`src/rtl/stack_seq.sv`:
```
// Return-address stack sequencer: pushes return addresses/flags as 16-bit words
// onto a descending data-memory stack and pops them back to the fetch buffer.
module stack_seq #(
  parameter int              W       = 16,
  parameter int              SIZE    = 20,
  parameter logic [SIZE-1:0] SP_INIT = {SIZE{1'b1}}
) (
  input  logic            clk,
  input  logic            rst,
  input  logic            call,
  input  logic            ret,
  input  logic            rti,
  input  logic            int_req,
  input  logic [2*W-1:0]  pc_ret,
  input  logic [3:0]      flags_in,
  input  logic [W-1:0]    rd_data,
  output logic            mem_wr,
  output logic            mem_rd,
  output logic [SIZE-1:0] mem_addr,
  output logic [W-1:0]    mem_wdata,
  output logic [1:0]      pop_l_h,
  output logic [W-1:0]    pop_data,
  output logic            flags_restore,
  output logic [3:0]      flags_out,
  output logic            jump_isr,
  output logic            jump_ret,
  output logic            int_ack,
  output logic            stall,
  output logic [SIZE-1:0] sp
);

  typedef enum logic [3:0] {
    IDLE, PUSH_F, PUSH_L, PUSH_H, ISR_GO, POP_H, POP_L, POP_F, RET_GO
  } state_t;

  state_t          state;
  logic [2*W-1:0]  pc_lat;
  logic [3:0]      flags_lat;
  logic            is_int;
  logic            is_rti;

  // is_int / is_rti remember which sequence is running so the shared
  // push and pop chains know where to exit.
  always_ff @(posedge clk) begin
    if (rst) begin
      state     <= IDLE;
      sp        <= SP_INIT;
      pc_lat    <= '0;
      flags_lat <= '0;
      is_int    <= 1'b0;
      is_rti    <= 1'b0;
    end else begin
      case (state)
        IDLE: begin
          if (int_req) begin
            state     <= PUSH_F;
            pc_lat    <= pc_ret;
            flags_lat <= flags_in;
            is_int    <= 1'b1;
          end else if (rti) begin
            state  <= POP_H;
            pc_lat <= pc_ret;
            is_rti <= 1'b1;
          end else if (ret) begin
            state  <= POP_H;
            pc_lat <= pc_ret;
            is_rti <= 1'b0;
          end else if (call) begin
            state  <= PUSH_L;
            pc_lat <= pc_ret;
            is_int <= 1'b0;
          end
        end
        PUSH_F: begin
          state <= PUSH_L;
          sp    <= sp - SIZE'(1);
        end
        PUSH_L: begin
          state <= PUSH_H;
          sp    <= sp - SIZE'(1);
        end
        PUSH_H: begin
          state <= is_int ? ISR_GO : IDLE;
          sp    <= sp - SIZE'(1);
        end
        ISR_GO: state <= IDLE;
        POP_H: begin
          state <= POP_L;
          sp    <= sp + SIZE'(1);
        end
        POP_L: begin
          state <= is_rti ? POP_F : RET_GO;
          sp    <= sp + SIZE'(1);
        end
        POP_F: begin
          state <= RET_GO;
          sp    <= sp + SIZE'(1);
        end
        RET_GO:  state <= IDLE;
        default: state <= IDLE;
      endcase
    end
  end

  // Moore decode; pops address the word just above the current stack pointer.
  always_comb begin
    mem_wr        = 1'b0;
    mem_rd        = 1'b0;
    mem_wdata     = '0;
    pop_l_h       = 2'b00;
    flags_restore = 1'b0;
    jump_isr      = 1'b0;
    jump_ret      = 1'b0;
    int_ack       = 1'b0;
    case (state)
      PUSH_F: begin
        mem_wr    = 1'b1;
        mem_wdata = {{(W-4){1'b0}}, flags_lat};
      end
      PUSH_L: begin
        mem_wr    = 1'b1;
        mem_wdata = pc_lat[W-1:0];
      end
      PUSH_H: begin
        mem_wr    = 1'b1;
        mem_wdata = pc_lat[2*W-1:W];
      end
      ISR_GO: begin
        jump_isr = 1'b1;
        int_ack  = 1'b1;
      end
      POP_H: begin
        mem_rd  = 1'b1;
        pop_l_h = 2'b11;
      end
      POP_L: begin
        mem_rd  = 1'b1;
        pop_l_h = 2'b10;
      end
      POP_F: begin
        mem_rd        = 1'b1;
        flags_restore = 1'b1;
      end
      RET_GO:  jump_ret = 1'b1;
      default: ;
    endcase
  end

  assign stall     = (state != IDLE);
  assign mem_addr  = mem_rd ? (sp + SIZE'(1)) : sp;
  assign pop_data  = rd_data;
  assign flags_out = rd_data[3:0];

endmodule

```
`config.mk`:
```
export PLATFORM = sky130hd
export DESIGN_NAME = stack_seq
export DESIGN_NICKNAME = d
export VERILOG_FILES = /design/src/rtl/stack_seq.sv
export SDC_FILE = /design/constraint.sdc
export NUM_CORES = 1
export LEC_CHECK = 0
export CORE_ASPECT_RATIO = 1.4
export CORE_MARGIN = 2
export CORE_UTILIZATION = 40
export DETAILED_ROUTE_END_ITERATION = 6
export PLACE_DENSITY = 0.73
export RECOVER_POWER = 100
export SETUP_SLACK_MARGIN = 0.5
export SYNTH_ARGS = -nofsm -noshare
export SYNTH_HDL_FRONTEND = slang
export SYNTH_SLANG_ARGS = --single-unit
```
`constraint.sdc`:
```
create_clock -name clk -period 3.4 [get_ports clk]
set_input_delay 0.51 -clock clk [delete_from_list [all_inputs] [get_ports clk]]
set_output_delay 0.51 -clock clk [all_outputs]
set_load 0.03 [all_outputs]
```
==> flow_metrics.tcl <==
set metrics [dict create \
    final_cell_area_um2 4980 \
    grt_setup_unrepaired "true" \
    power.share.sequential 0.303 \
    slew_headroom 0.512 \
    tightestPinTransition_ns 0.730 \
    clkLatencyLatePin_ns 0.32 \
    crit_fanout 9 \
    crit_chain "nor2_1 > nor2_4 > buf_4 > o21ai_0 > dlygate4sd3_1" \
    clock_skew_ns 0.00751 \
    placedInstanceArea_um2 4740 \
    cts_hold_repair.buffers 0 \
    slowest_cell_on_crit_path "dlygate4sd3_1" \
    layout.nets 641 \
    share_clk_of_total_power 0.322 \
    finalCritPeriodShare 0.881 \
    detail_route.iter0.violations 196 \
    cts_root_cell "clkbuf_16" \
    share_of_synthesized_cell_area_in_full_adder_half_adder_and_majority_cells 0.0128 \
    status "complete, no violations" \
    detail_route.drc_violations 0 \
    routed_wire_length_per_instance_um 15.8 \
    critical_path.endpoint_type "output pin" \
    yosys.area.top_type_share 0.319 \
    async_set_reset_flop_share_out_of_synthesis 0 \
    worst_r2r_endpoint "sp[16]$_SDFFE_PP1P_" \
    critPathLaunchType "flip-flop" \
    htreeDepth 3 \
    antenna_violation_net_count_after_detailed_routing 0 \
    most_frequent_cells_in_the_layout "nand2_1, dfxtp_1, a21oi_1" \
    gr-usage-all-layers 0.206 \
    drive_gt1_frac 0.108 \
    cts.sinks 62 \
    grt_antenna_before_repair 0 \
    gp_routability_congestion 0.876 \
    globalRoute.totalOverflow 0 \
    dpl.cell_count 668 \
    dp.final_hpwl_mm 7.66 \
    finalMaxSlewViolations 0 \
    vias 3878 \
    worstHoldEndpoint "pc_lat[6]$_SDFFE_PP0P_" \
    cts_buffers 9 \
    clock_path_buffers 2 \
    flow.area_growth_from_synthesis_pct 27.7 \
    die_h_um 121 \
    p_sw_uw 1150 \
    switching_part_of_the_total_power 0.380 \
    internal-power_uw 1870 \
    first_global_vias 3686 \
    floorplan.initialDensity 0.412 \
    core_area_um2 9460 \
    layout.cells.non_filler 694 \
    cellLeakagePower_uw 0.00185 \
    layout.filler_cells 939 \
    rr_worst_depth 8 \
    synthDominantAreaCellType "dfxtp_1" \
    antenna_cells_inserted 0 \
    synth_simple_gate_area_frac 0.280 \
    io_buffer_count 106 \
    maxCapViolCount 0 \
    fp.dieArea_um2 10600 \
    maximum_number_of_pins_on_one_net_before_global_route_repair 52 \
    worst_ep_required_time_ns 2.89 \
    synth_top_family_by_area "simple AND/OR/NAND/NOR gates" \
    clock_tree_from_tritoncts "done" \
    hold_depth 2 \
    floorplan.io_pins 143 \
    synth_seq_cells 62 \
    synth.lib_cells_used.distinct 66 \
    grt_first_pass_wirelength_mm 17.5 \
    die_w_um 87.4 \
    timing.rr.start "sp[0]$_SDFFE_PP1P_" \
    period_minus_slack_ns 3.00 \
    cp_data_arrival_time_ns 2.49 \
    power.combinational.fraction 0.374 \
    syn_nets 558 \
    timing.reg2reg.setup_slack_ns 0.77 \
    setup_viol_count_final 0 \
    yosys.area_share.xor_xnor 0.0584 \
    ys.warnings.count 0 \
    synthMuxAreaShare 0.0154 \
    max_clock_freq_ghz 0.334 \
    ir_drop_mv 0.316 \
    yosys-top-cells-area "dfxtp_1, nand2_1, a21oi_1" \
    seq_area_frac_synth 0.319 \
    via_per_inst 5.59 \
    worst_path_top_cell_family_by_delay "buffers and inverters" \
    finalWirelength_mm 11.0 \
    critical_path_buf_inv_count 2 \
    finalSetupTns_ns 0 \
    number_of_enable_flip_flop_cells_after_synthesis 0 \
    power_per_cell_area_nw_per_um2 606 \
    drt_pre_antenna_iters 6 \
    hp_class "flip-flop to flip-flop" \
    final_hold_viol_count 0 \
    crit_type "flip-flop to output pin" \
    std_cell_rows 42 \
    max_stage_delay_ns 0.76 \
    most_used_dff_post_synth "dfxtp_1" \
    finalPower_uw 3020 \
    syn-mean-instance-area_um2 7.86 \
    cts.clk_slew.worst_paths_ns 0.05 \
    synth_compound_gate_area_share 0.187 \
    mostFrequentLayoutCell "nand2_1" \
    netlist_area_um2 3900 \
    origin_of_the_worst_min_delay_path "pc_lat[6]$_SDFFE_PP0P_" \
    syn-instance-count 496 \
]
## registers in the layout, indices dropped and copies added, names as in the netlist
name,flops
sp,20
state,4
is_rti,1
pc_lat,32
flags_lat,4
is_int,1
## power groups by stage
stage                     Clock, µW  Sequential, µW  Combinational (µW)
after floorplan                   0             932                 820
after global placement            0             922                1130
after detailed placement          0             928                1140
after CTS                       985             914                1160
after global routing           1030             930                1230
final                           971             915                1130
## area by class of cell
type | count | area, µm² | share of cell area
well taps | 110 | 138 | 0.0277
clock inverters | 6 | 86.3 | 0.0173
repair buffers | 131 | 1100 | 0.220
inverters | 8 | 31.3 | 0.00629
multi-input cells | 367 | 2150 | 0.432
clock buffers | 10 | 229 | 0.0460
flip-flops and latches | 62 | 1250 | 0.251
## stage by stage
step                      utilization  hold WS, ns  worst slack (ns)
after floorplan                     -        0.436             0.790
after global placement          0.501        0.441             0.478
after detailed placement        0.501        0.446             0.430
after CTS                       0.535        0.453             0.235
after global routing            0.526        0.471             0.262
final                           0.526        0.453             0.403
## cell usage after synthesis, drive strengths merged (3+ instances only)
cell    instances
a311oi          3
nand3          20
or3             7
dfxtp          62
nand2          99
nor3           16
nor4            5
o21ai          14
inv             8
o211ai          3
buf            33
a21oi          56
clkbuf         25
ha              4
nand4           9
nor2b           6
and2            3
and3            4
xnor2          15
nor2           36
mux2i           6
xor2           11
a31oi           5
a22o           12
## per-layer routing
metal	part of all wire	global-route usage
met5	0	0
met4	0.020	0.0827
met3	0.083	0.0635
met2	0.50	0.346
met1	0.39	0.240
## cell families (layout without fill, tap and decap cells)
logic type,count (synthesis),after routing
DFF,62,62
xor gates and xnor gates,26,26
and+or+nand+nor,217,217
AOI/OAI and AO/OA,114,114
adders and majority gates,4,4
buffers and inverters,67,155
muxes,6,6
## worst register-to-register path: stages, from the launching register on
cell and delay, ns:
dfxtp_1 0.31, clkbuf_1 0.20, inv_1 0.19, ha_1 0.25
or3b_2 0.49, nor2_1 0.28, nand3_1 0.20, o41ai_1 0.42
mux2i_1 0.22
## how the worst max path moves through the flow
stage | start | to | slack, ns | depth (start not counted)
2_1_floorplan | sp[2]$_SDFFE_PP1P_ | mem_addr[12] | 0.79 | 6
3_5_place_dp | sp[5]$_SDFFE_PP1P_ | mem_addr[17] | 0.43 | 5
4_1_cts | state[3]$_SDFFE_PP0P_ | mem_addr[17] | 0.24 | 7
6_report | state[0]$_SDFFE_PP0P_ | mem_addr[1] | 0.40 | 5
5_1_grt | state[3]$_SDFFE_PP0P_ | mem_addr[12] | 0.26 | 8
3_3_place_gp | sp[5]$_SDFFE_PP1P_ | mem_addr[17] | 0.48 | 5
## what timing repair did
item,CTS,global route
endpoints found under the setup margin,16,24
pin swaps,1,1
cloned,0,0
resized for setup,18,34
setup buffers,2,8
(Power assumes the default switching activity.)
